$ cat src/rtl/qtext_pkg.sv
// Shared constants, state encoding and helpers for the spoken-text word sequencer.
// Counter widths are derived from the word and FIFO sizes.
package qtext_pkg;

    localparam int unsigned MAX_CHARS  = 10;
    localparam int unsigned FIFO_DEPTH = 8;
    localparam logic [7:0]  SPACE_CHAR = 8'h20;

    localparam int unsigned CHAR_CNT_W = $clog2(MAX_CHARS + 1);
    localparam int unsigned FIFO_CNT_W = $clog2(FIFO_DEPTH + 1);

    localparam logic [CHAR_CNT_W-1:0] LAST_CHAR = CHAR_CNT_W'(MAX_CHARS - 1);
    localparam logic [FIFO_CNT_W-1:0] FIFO_FULL = FIFO_CNT_W'(FIFO_DEPTH);

    typedef logic [1:0] state_t;

    localparam state_t StIdle     = 2'd0;
    localparam state_t StLoad     = 2'd1;
    localparam state_t StPush     = 2'd2;
    localparam state_t StFullWait = 2'd3;

    // A space only terminates a word that already holds characters.
    function automatic logic is_word_end(input logic [7:0]            b,
                                         input logic [CHAR_CNT_W-1:0] cnt);
        return ((b == SPACE_CHAR) && (cnt != '0)) || (cnt == LAST_CHAR);
    endfunction

    function automatic logic is_lone_space(input logic [7:0]            b,
                                           input logic [CHAR_CNT_W-1:0] cnt);
        return (b == SPACE_CHAR) && (cnt == '0);
    endfunction

endpackage

$ cat src/rtl/qtext_seq_ctrl_if.sv
// Byte-stream, datapath-control and encoder handshake signals of the word sequencer.
// The controller takes the slave side; the front end / datapath model takes master.
interface qtext_seq_ctrl_if;

    logic       in_valid;
    logic [7:0] in_byte;
    logic       in_ready;
    logic       flush;
    logic       enc_ready;
    logic [7:0] data_out;
    logic       qen;
    logic       fen;
    logic       wr;
    logic       ken;
    logic       out_valid;

    modport master (
        output in_valid,
        output in_byte,
        output flush,
        output enc_ready,
        input  in_ready,
        input  data_out,
        input  qen,
        input  fen,
        input  wr,
        input  ken,
        input  out_valid
    );

    modport slave (
        input  in_valid,
        input  in_byte,
        input  flush,
        input  enc_ready,
        output in_ready,
        output data_out,
        output qen,
        output fen,
        output wr,
        output ken,
        output out_valid
    );

endinterface

$ cat src/rtl/qtext_fifo_arb.sv
// Single-port word FIFO arbiter: push/pop grant, occupancy count and the pop->ken stage.
// Push always wins the port; a pop waits until the previous pop's ken has fired.
module qtext_fifo_arb
    import qtext_pkg::*;
(
    input  logic                  clk,
    input  logic                  rst,
    input  logic                  push_req_i,
    input  logic                  enc_ready_i,
    output logic                  push_gnt_o,
    output logic                  fen_o,
    output logic                  wr_o,
    output logic                  ken_o,
    output logic [FIFO_CNT_W-1:0] fifo_cnt_o
);

    logic [FIFO_CNT_W-1:0] fifo_cnt_q, fifo_cnt_d;
    logic                  ken_q;
    logic                  full;
    logic                  pop_gnt;

    always_comb begin
        full       = (fifo_cnt_q == FIFO_FULL);
        push_gnt_o = push_req_i && !full;
        pop_gnt    = (fifo_cnt_q != '0) && enc_ready_i && !ken_q && !push_gnt_o;

        fen_o = push_gnt_o || pop_gnt;
        wr_o  = push_gnt_o;

        fifo_cnt_d = fifo_cnt_q;
        if (push_gnt_o) begin
            fifo_cnt_d = fifo_cnt_q + FIFO_CNT_W'(1);
        end else if (pop_gnt) begin
            fifo_cnt_d = fifo_cnt_q - FIFO_CNT_W'(1);
        end
    end

    always_ff @(posedge clk) begin
        if (rst) begin
            fifo_cnt_q <= '0;
            ken_q      <= 1'b0;
        end else begin
            fifo_cnt_q <= fifo_cnt_d;
            ken_q      <= pop_gnt;
        end
    end

    assign ken_o      = ken_q;
    assign fifo_cnt_o = fifo_cnt_q;

endmodule

$ cat src/rtl/qtext_seq_ctrl.sv
// Word-path sequencer: accepts ASCII bytes, re-times them onto the shift register (qen),
// detects word ends and schedules FIFO pushes; pops run independently in qtext_fifo_arb.
module qtext_seq_ctrl
    import qtext_pkg::*;
(
    input  logic                  clk,
    input  logic                  rst,
    input  logic                  en,
    qtext_seq_ctrl_if.slave       bus,
    output logic [CHAR_CNT_W-1:0] char_cnt,
    output logic [FIFO_CNT_W-1:0] fifo_cnt,
    output logic                  overflow
);

    state_t                state_q, state_d;
    logic [CHAR_CNT_W-1:0] char_cnt_q, char_cnt_d;
    logic [7:0]            data_q;
    logic                  qen_q;
    logic                  overflow_q, overflow_d;

    logic in_ready;
    logic accept;
    logic flush_go;
    logic go_idle;
    logic push_req;
    logic push_gnt;
    logic ken;

    always_comb begin
        flush_go = bus.flush && (char_cnt_q != '0);
        go_idle  = !en && (char_cnt_q == '0);
        in_ready = (state_q == StLoad) && !flush_go && !go_idle;
        accept   = bus.in_valid && in_ready;
        // Hold the push off while the last byte is still being shifted in.
        push_req = (state_q == StPush) && !qen_q;
    end

    always_comb begin
        state_d    = state_q;
        char_cnt_d = char_cnt_q;
        overflow_d = overflow_q;

        unique case (state_q)
            StIdle: begin
                if (en) begin
                    state_d = StLoad;
                end
            end
            StLoad: begin
                if (flush_go) begin
                    state_d = StPush;
                end else if (go_idle) begin
                    state_d = StIdle;
                end else if (accept) begin
                    if (!is_lone_space(bus.in_byte, char_cnt_q)) begin
                        char_cnt_d = char_cnt_q + CHAR_CNT_W'(1);
                    end
                    if (is_word_end(bus.in_byte, char_cnt_q)) begin
                        state_d = StPush;
                    end
                end
            end
            StPush: begin
                if (push_req) begin
                    if (push_gnt) begin
                        char_cnt_d = '0;
                        state_d    = StLoad;
                    end else begin
                        state_d = StFullWait;
                    end
                end
            end
            StFullWait: begin
                if (bus.flush) begin
                    overflow_d = 1'b1;
                end
                // ken marks the pop that freed a slot.
                if (ken) begin
                    state_d = StPush;
                end
            end
            default: state_d = StIdle;
        endcase
    end

    always_ff @(posedge clk) begin
        if (rst) begin
            state_q    <= StIdle;
            char_cnt_q <= '0;
            data_q     <= 8'h00;
            qen_q      <= 1'b0;
            overflow_q <= 1'b0;
        end else begin
            state_q    <= state_d;
            char_cnt_q <= char_cnt_d;
            qen_q      <= accept;
            overflow_q <= overflow_d;
            if (accept) begin
                data_q <= bus.in_byte;
            end
        end
    end

    qtext_fifo_arb u_arb (
        .clk         (clk),
        .rst         (rst),
        .push_req_i  (push_req),
        .enc_ready_i (bus.enc_ready),
        .push_gnt_o  (push_gnt),
        .fen_o       (bus.fen),
        .wr_o        (bus.wr),
        .ken_o       (ken),
        .fifo_cnt_o  (fifo_cnt)
    );

    assign bus.in_ready  = in_ready;
    assign bus.data_out  = data_q;
    assign bus.qen       = qen_q;
    assign bus.ken       = ken;
    assign bus.out_valid = ken;
    assign char_cnt      = char_cnt_q;
    assign overflow      = overflow_q;

endmodule

$ cat src/flat_wrapper.sv
// flat-port wrapper written by rule: the top's interface ports become plain ports
module qtext_seq_ctrl_flat import qtext_pkg::*;
  (clk, rst, en, char_cnt, fifo_cnt, overflow, bus_in_valid, bus_in_byte, bus_flush, bus_enc_ready, bus_in_ready, bus_data_out, bus_qen, bus_fen, bus_wr, bus_ken, bus_out_valid);
  qtext_seq_ctrl_if bus_i ();
  input  logic clk;
  input  logic rst;
  input  logic en;
  output logic [CHAR_CNT_W-1:0] char_cnt;
  output logic [FIFO_CNT_W-1:0] fifo_cnt;
  output logic overflow;
  input wire logic [$bits(bus_i.in_valid)-1:0] bus_in_valid;
  input wire logic [$bits(bus_i.in_byte)-1:0] bus_in_byte;
  input wire logic [$bits(bus_i.flush)-1:0] bus_flush;
  input wire logic [$bits(bus_i.enc_ready)-1:0] bus_enc_ready;
  output wire logic [$bits(bus_i.in_ready)-1:0] bus_in_ready;
  output wire logic [$bits(bus_i.data_out)-1:0] bus_data_out;
  output wire logic [$bits(bus_i.qen)-1:0] bus_qen;
  output wire logic [$bits(bus_i.fen)-1:0] bus_fen;
  output wire logic [$bits(bus_i.wr)-1:0] bus_wr;
  output wire logic [$bits(bus_i.ken)-1:0] bus_ken;
  output wire logic [$bits(bus_i.out_valid)-1:0] bus_out_valid;
  assign bus_i.in_valid = bus_in_valid;
  assign bus_i.in_byte = bus_in_byte;
  assign bus_i.flush = bus_flush;
  assign bus_i.enc_ready = bus_enc_ready;
  assign bus_in_ready = bus_i.in_ready;
  assign bus_data_out = bus_i.data_out;
  assign bus_qen = bus_i.qen;
  assign bus_fen = bus_i.fen;
  assign bus_wr = bus_i.wr;
  assign bus_ken = bus_i.ken;
  assign bus_out_valid = bus_i.out_valid;
  qtext_seq_ctrl u_core (.clk(clk), .rst(rst), .en(en), .bus(bus_i), .char_cnt(char_cnt), .fifo_cnt(fifo_cnt), .overflow(overflow));
endmodule
$ cat config.mk
export PLATFORM = sky130hd
export DESIGN_NAME = qtext_seq_ctrl_flat
export DESIGN_NICKNAME = d
export VERILOG_FILES = /design/src/rtl/qtext_pkg.sv /design/src/rtl/qtext_seq_ctrl_if.sv /design/src/rtl/qtext_fifo_arb.sv /design/src/rtl/qtext_seq_ctrl.sv /design/src/flat_wrapper.sv
export SDC_FILE = /design/constraint.sdc
export NUM_CORES = 1
export LEC_CHECK = 0
export ABC_CLOCK_PERIOD_IN_PS = 2700
export CAP_MARGIN = 25
export CORE_UTILIZATION = 45
export DETAILED_ROUTE_END_ITERATION = 6
export GPL_TIMING_DRIVEN = 0
export PLACE_DENSITY = 0.85
export SYNTH_ARGS = -nofsm -noshare
export SYNTH_HDL_FRONTEND = slang
export SYNTH_SLANG_ARGS = --single-unit
export TNS_END_PERCENT = 1
$ cat constraint.sdc
create_clock -name clk -period 2.7 [get_ports clk]
set_input_delay 0.27 -clock clk [delete_from_list [all_inputs] [get_ports clk]]
set_output_delay 0.27 -clock clk [all_outputs]
set_load 0.05 [all_outputs]
==> results_dict.tcl <==
set metrics [dict create \
    ioPinCount 37 \
    r2r.worst_path.cells 10 \
    grt_usage 0.2282 \
    initial_core_util 0.4931 \
    finalHoldViolations 0 \
    dr_wl_met3_um 110 \
    hpwlAfterDp_mm 1.981 \
    dr.max_layer_used "met4" \
    first_pass_iters 4 \
    min_path_cells 2 \
    min_from "u_core.bus.data_out[1]" \
    syn_avg_cell_area_um2 9.051 \
    crit_slowest_cell "dfxtp_1" \
    die_h_um 51.94 \
    layout_common_cells "33 x clkdlybuf4s50_1, 17 x nor2_1, 17 x dfxtp_1, 10 x mux2i_1" \
    cap_viol_max_count 0 \
    vias 1062 \
    clkTransAtPathRegs_ps 120 \
    syn-num-nets 144 \
    n_fill_cell 189 \
    critPathArrivalTime_ps 2810 \
    hold_end "u_core.bus.data_out[1]" \
    design.die.area_mm2 0.002698 \
    grt_max_degree 12 \
    die_w_um 51.94 \
    fin_skew_ps 1.648 \
    netSwitchingFraction 0.4630 \
    drive_above_1_share 0.1098 \
    p_int_uw 678.2 \
    num_rows 17 \
    synth_seq_cells 21 \
    clk_path_buf_depth 2 \
    p_seq_frac 0.335 \
    synth_area_mm2 0.001122 \
    setup_viol 0 \
    cts_buffers 3 \
    cp_num_buf_inv 2 \
    ys_seq_area_frac 0.3746 \
    worstSetupPathType "flop to flop" \
    reg2reg_to "u_core.u_arb.fifo_cnt_o[3]" \
    power.share.clock 0.125 \
    drc 0 \
    fin_crit_ps 2551 \
    cp_top_family "compound AO/OA/AOI/OAI gates" \
    drt_iter0_markers 20 \
    antenna_found_initial 0 \
    post-route-period-util 0.9449 \
    syn2layout_area_growth_pct 38.02 \
    wirelength_mm 2.708 \
    timing.fmax_mhz 392.0 \
    r2r_slack_ps 150 \
    required_ps 2950 \
    switchingPower_uw 584.8 \
    finalPower_mw 1.263 \
    numPlacedInstances 188 \
    syn_inst 124 \
    outcome "complete, no violations" \
    fin_cells 192 \
    cts_tree "yes" \
    grt_overflow_total 0 \
    layout_commonest_cell "clkdlybuf4s50_1" \
    ant_nets 0 \
    p_per_area_mw_per_mm2 815.4 \
    slowest_delay_ps 450 \
    worstSetupStartpointType "flop" \
    wl_met1_mm 1.216 \
    pwr-share-comb 0.540 \
    power.leakage_nw 0.5915 \
    worstReg2RegStart "u_core.state_q[1]" \
    htreeDepth 1 \
    cp_cell_sequence "or3b_1, buf_6, a21oi_4, inv_1, ha_1, a21o_1, a21oi_2, mux2i_1, o21ai_0, a21oi_1" \
    drv_slew 0 \
    hold_buffers 0 \
    clock-sinks 21 \
    end_kind "flop" \
    worst-path-max-fanout 7 \
    viasPerCell 5.531 \
    hp-class "flop to flop" \
    ir_drop_uv 699.4 \
    grt_pass1_vias 1050 \
    gp_congestion 0.7545 \
    insertion_delay_ps 310 \
    grt_pass1_wl_mm 4.560 \
    max_slew_margin 0.5888 \
    root_buffer "clkbuf_4" \
    wl_met2_mm 1.346 \
    synth.lib_cells_used.distinct 40 \
    port_buffers 36 \
    max_slew.worst_pin.slew_ps 612.1 \
    ys.warnings.count 0 \
    core_mm2 0.002276 \
    diodes 0 \
    finalWorstSetupSlack_ps 148.8 \
    dpl_worst_slack_ps 88.88 \
    wl_per_cell_um 14.10 \
    fin_nets 185 \
]
## registers in the layout (all words and copies together), names as in the netlist
register                 flops
u_core.u_arb.ken_o           1
u_core.bus.qen               1
u_core.state_q               2
u_core.overflow              1
u_core.bus.data_out          8
u_core.char_cnt              4
u_core.u_arb.fifo_cnt_o      4
## timing repair
item | in CTS | in global routing
hold endpoints to repair | 0 | 0
gates resized for setup | 2 | 4
buffers inserted | 0 | 0
gates cloned | 0 | 0
endpoints found under the setup margin | 2 | 3
## worst max-delay path by stage
stage                                  to         startpoint  cells past startpoint
2_1_floorplan  u_core.u_arb.fifo_cnt_o[3]     u_core.bus.qen                     10
3_3_place_gp                      bus_fen  u_core.state_q[1]                      5
3_5_place_dp                      bus_fen  u_core.state_q[1]                      5
4_1_cts                           bus_fen  u_core.state_q[1]                      5
5_1_grt        u_core.u_arb.fifo_cnt_o[3]  u_core.state_q[1]                     10
6_report       u_core.u_arb.fifo_cnt_o[3]  u_core.state_q[1]                     10
## layer usage
metal / track usage / up-vias
met5: 0 / -
met4: 0.05856 / 0
met3: 0.07310 / 6
met2: 0.4060 / 26
met1: 0.2584 / 507
li1: - / 523
## layout make-up
cell class,instances,area [um2],share of cell area
multi-input combinational,91,648.1,0.4184
timing repair buffer,36,356.6,0.2302
tap,28,35.03,0.02262
buffer,5,31.28,0.02019
inverter,7,26.28,0.01696
sequential,21,425.4,0.2746
clock buffer,4,26.28,0.01696
## cell families (layout without fill, tap and decap cells)
kind of cell | count (synthesis) | after routing | synth area share
compound gates | 25 | 25 | 0.1739
mux | 10 | 10 | 0.08919
buf+inv | 12 | 52 | 0.05129
xor+xnor | 2 | 2 | 0.01561
simple gates | 48 | 48 | 0.2219
fa+ha+maj | 6 | 6 | 0.07358
flops | 21 | 21 | 0.3746
## power by group through the flow
stage / logic, mW / clock network [mW] / registers, mW
floorplan: 0.362 / 0 / 0.548
global placement: 0.659 / 0 / 0.424
detailed placement: 0.678 / 0 / 0.427
CTS: 0.676 / 0.162 / 0.421
global route: 0.730 / 0.176 / 0.433
finish: 0.682 / 0.158 / 0.423
## worst reg2reg max path, delay by kind of cell, from the launching register on
kind                     cells  cell delay [ps]
AO/OA/AOI/OAI                5              840
flip-flops                   1              450
AND/OR/NAND/NOR              1              390
adder cells (fa/ha/maj)      1              310
buffers and inverters        2              280
multiplexers                 1              210
## Yosys cell counts, drive strengths merged
cell,n,share of area
dfxtp,21,0.37
nor2,17,0.057
a21oi,10,0.055
mux2i,10,0.089
nand2,8,0.027
inv,7,0.023
ha,5,0.056
o21ai,4,0.018
buf,3,0.021
nand3,3,0.013
nor3,3,0.013
or3b,3,0.023
a211oi,2,0.018
a31oi,2,0.011
clkbuf,2,0.0067
nand2b,2,0.011
nor2b,2,0.011
nor4b,2,0.016
or2,2,0.011
xnor2,2,0.016
a21o,1,0.0067
a32oi,1,0.014
a41oi,1,0.0078
and3,1,0.0056
fa,1,0.018
nand3b,1,0.0067
nor4,1,0.0056
o221a,1,0.010
o22ai,1,0.018
o32ai,1,0.0078
o41ai,1,0.0078
or3,1,0.0056
or4,1,0.0067
or4b,1,0.0089
## stage by stage
| step | utilization | cell area (um2) | TNS, ps | hold slack [ps] |
|---|---|---|---|---|
| after floorplan | - | 1127 | 0 | 417.2 |
| after CTS | 0.6795 | 1546 | 0 | 515.9 |
| after detailed placement | 0.6690 | 1523 | 0 | 464.3 |
| after global placement | 0.6690 | 1523 | 0 | 456.3 |
| final | 0.6806 | 1549 | 0 | 510.0 |
| after global routing | 0.6806 | 1549 | -0.5347 | 546.6 |
(Power assumes the default switching activity.)
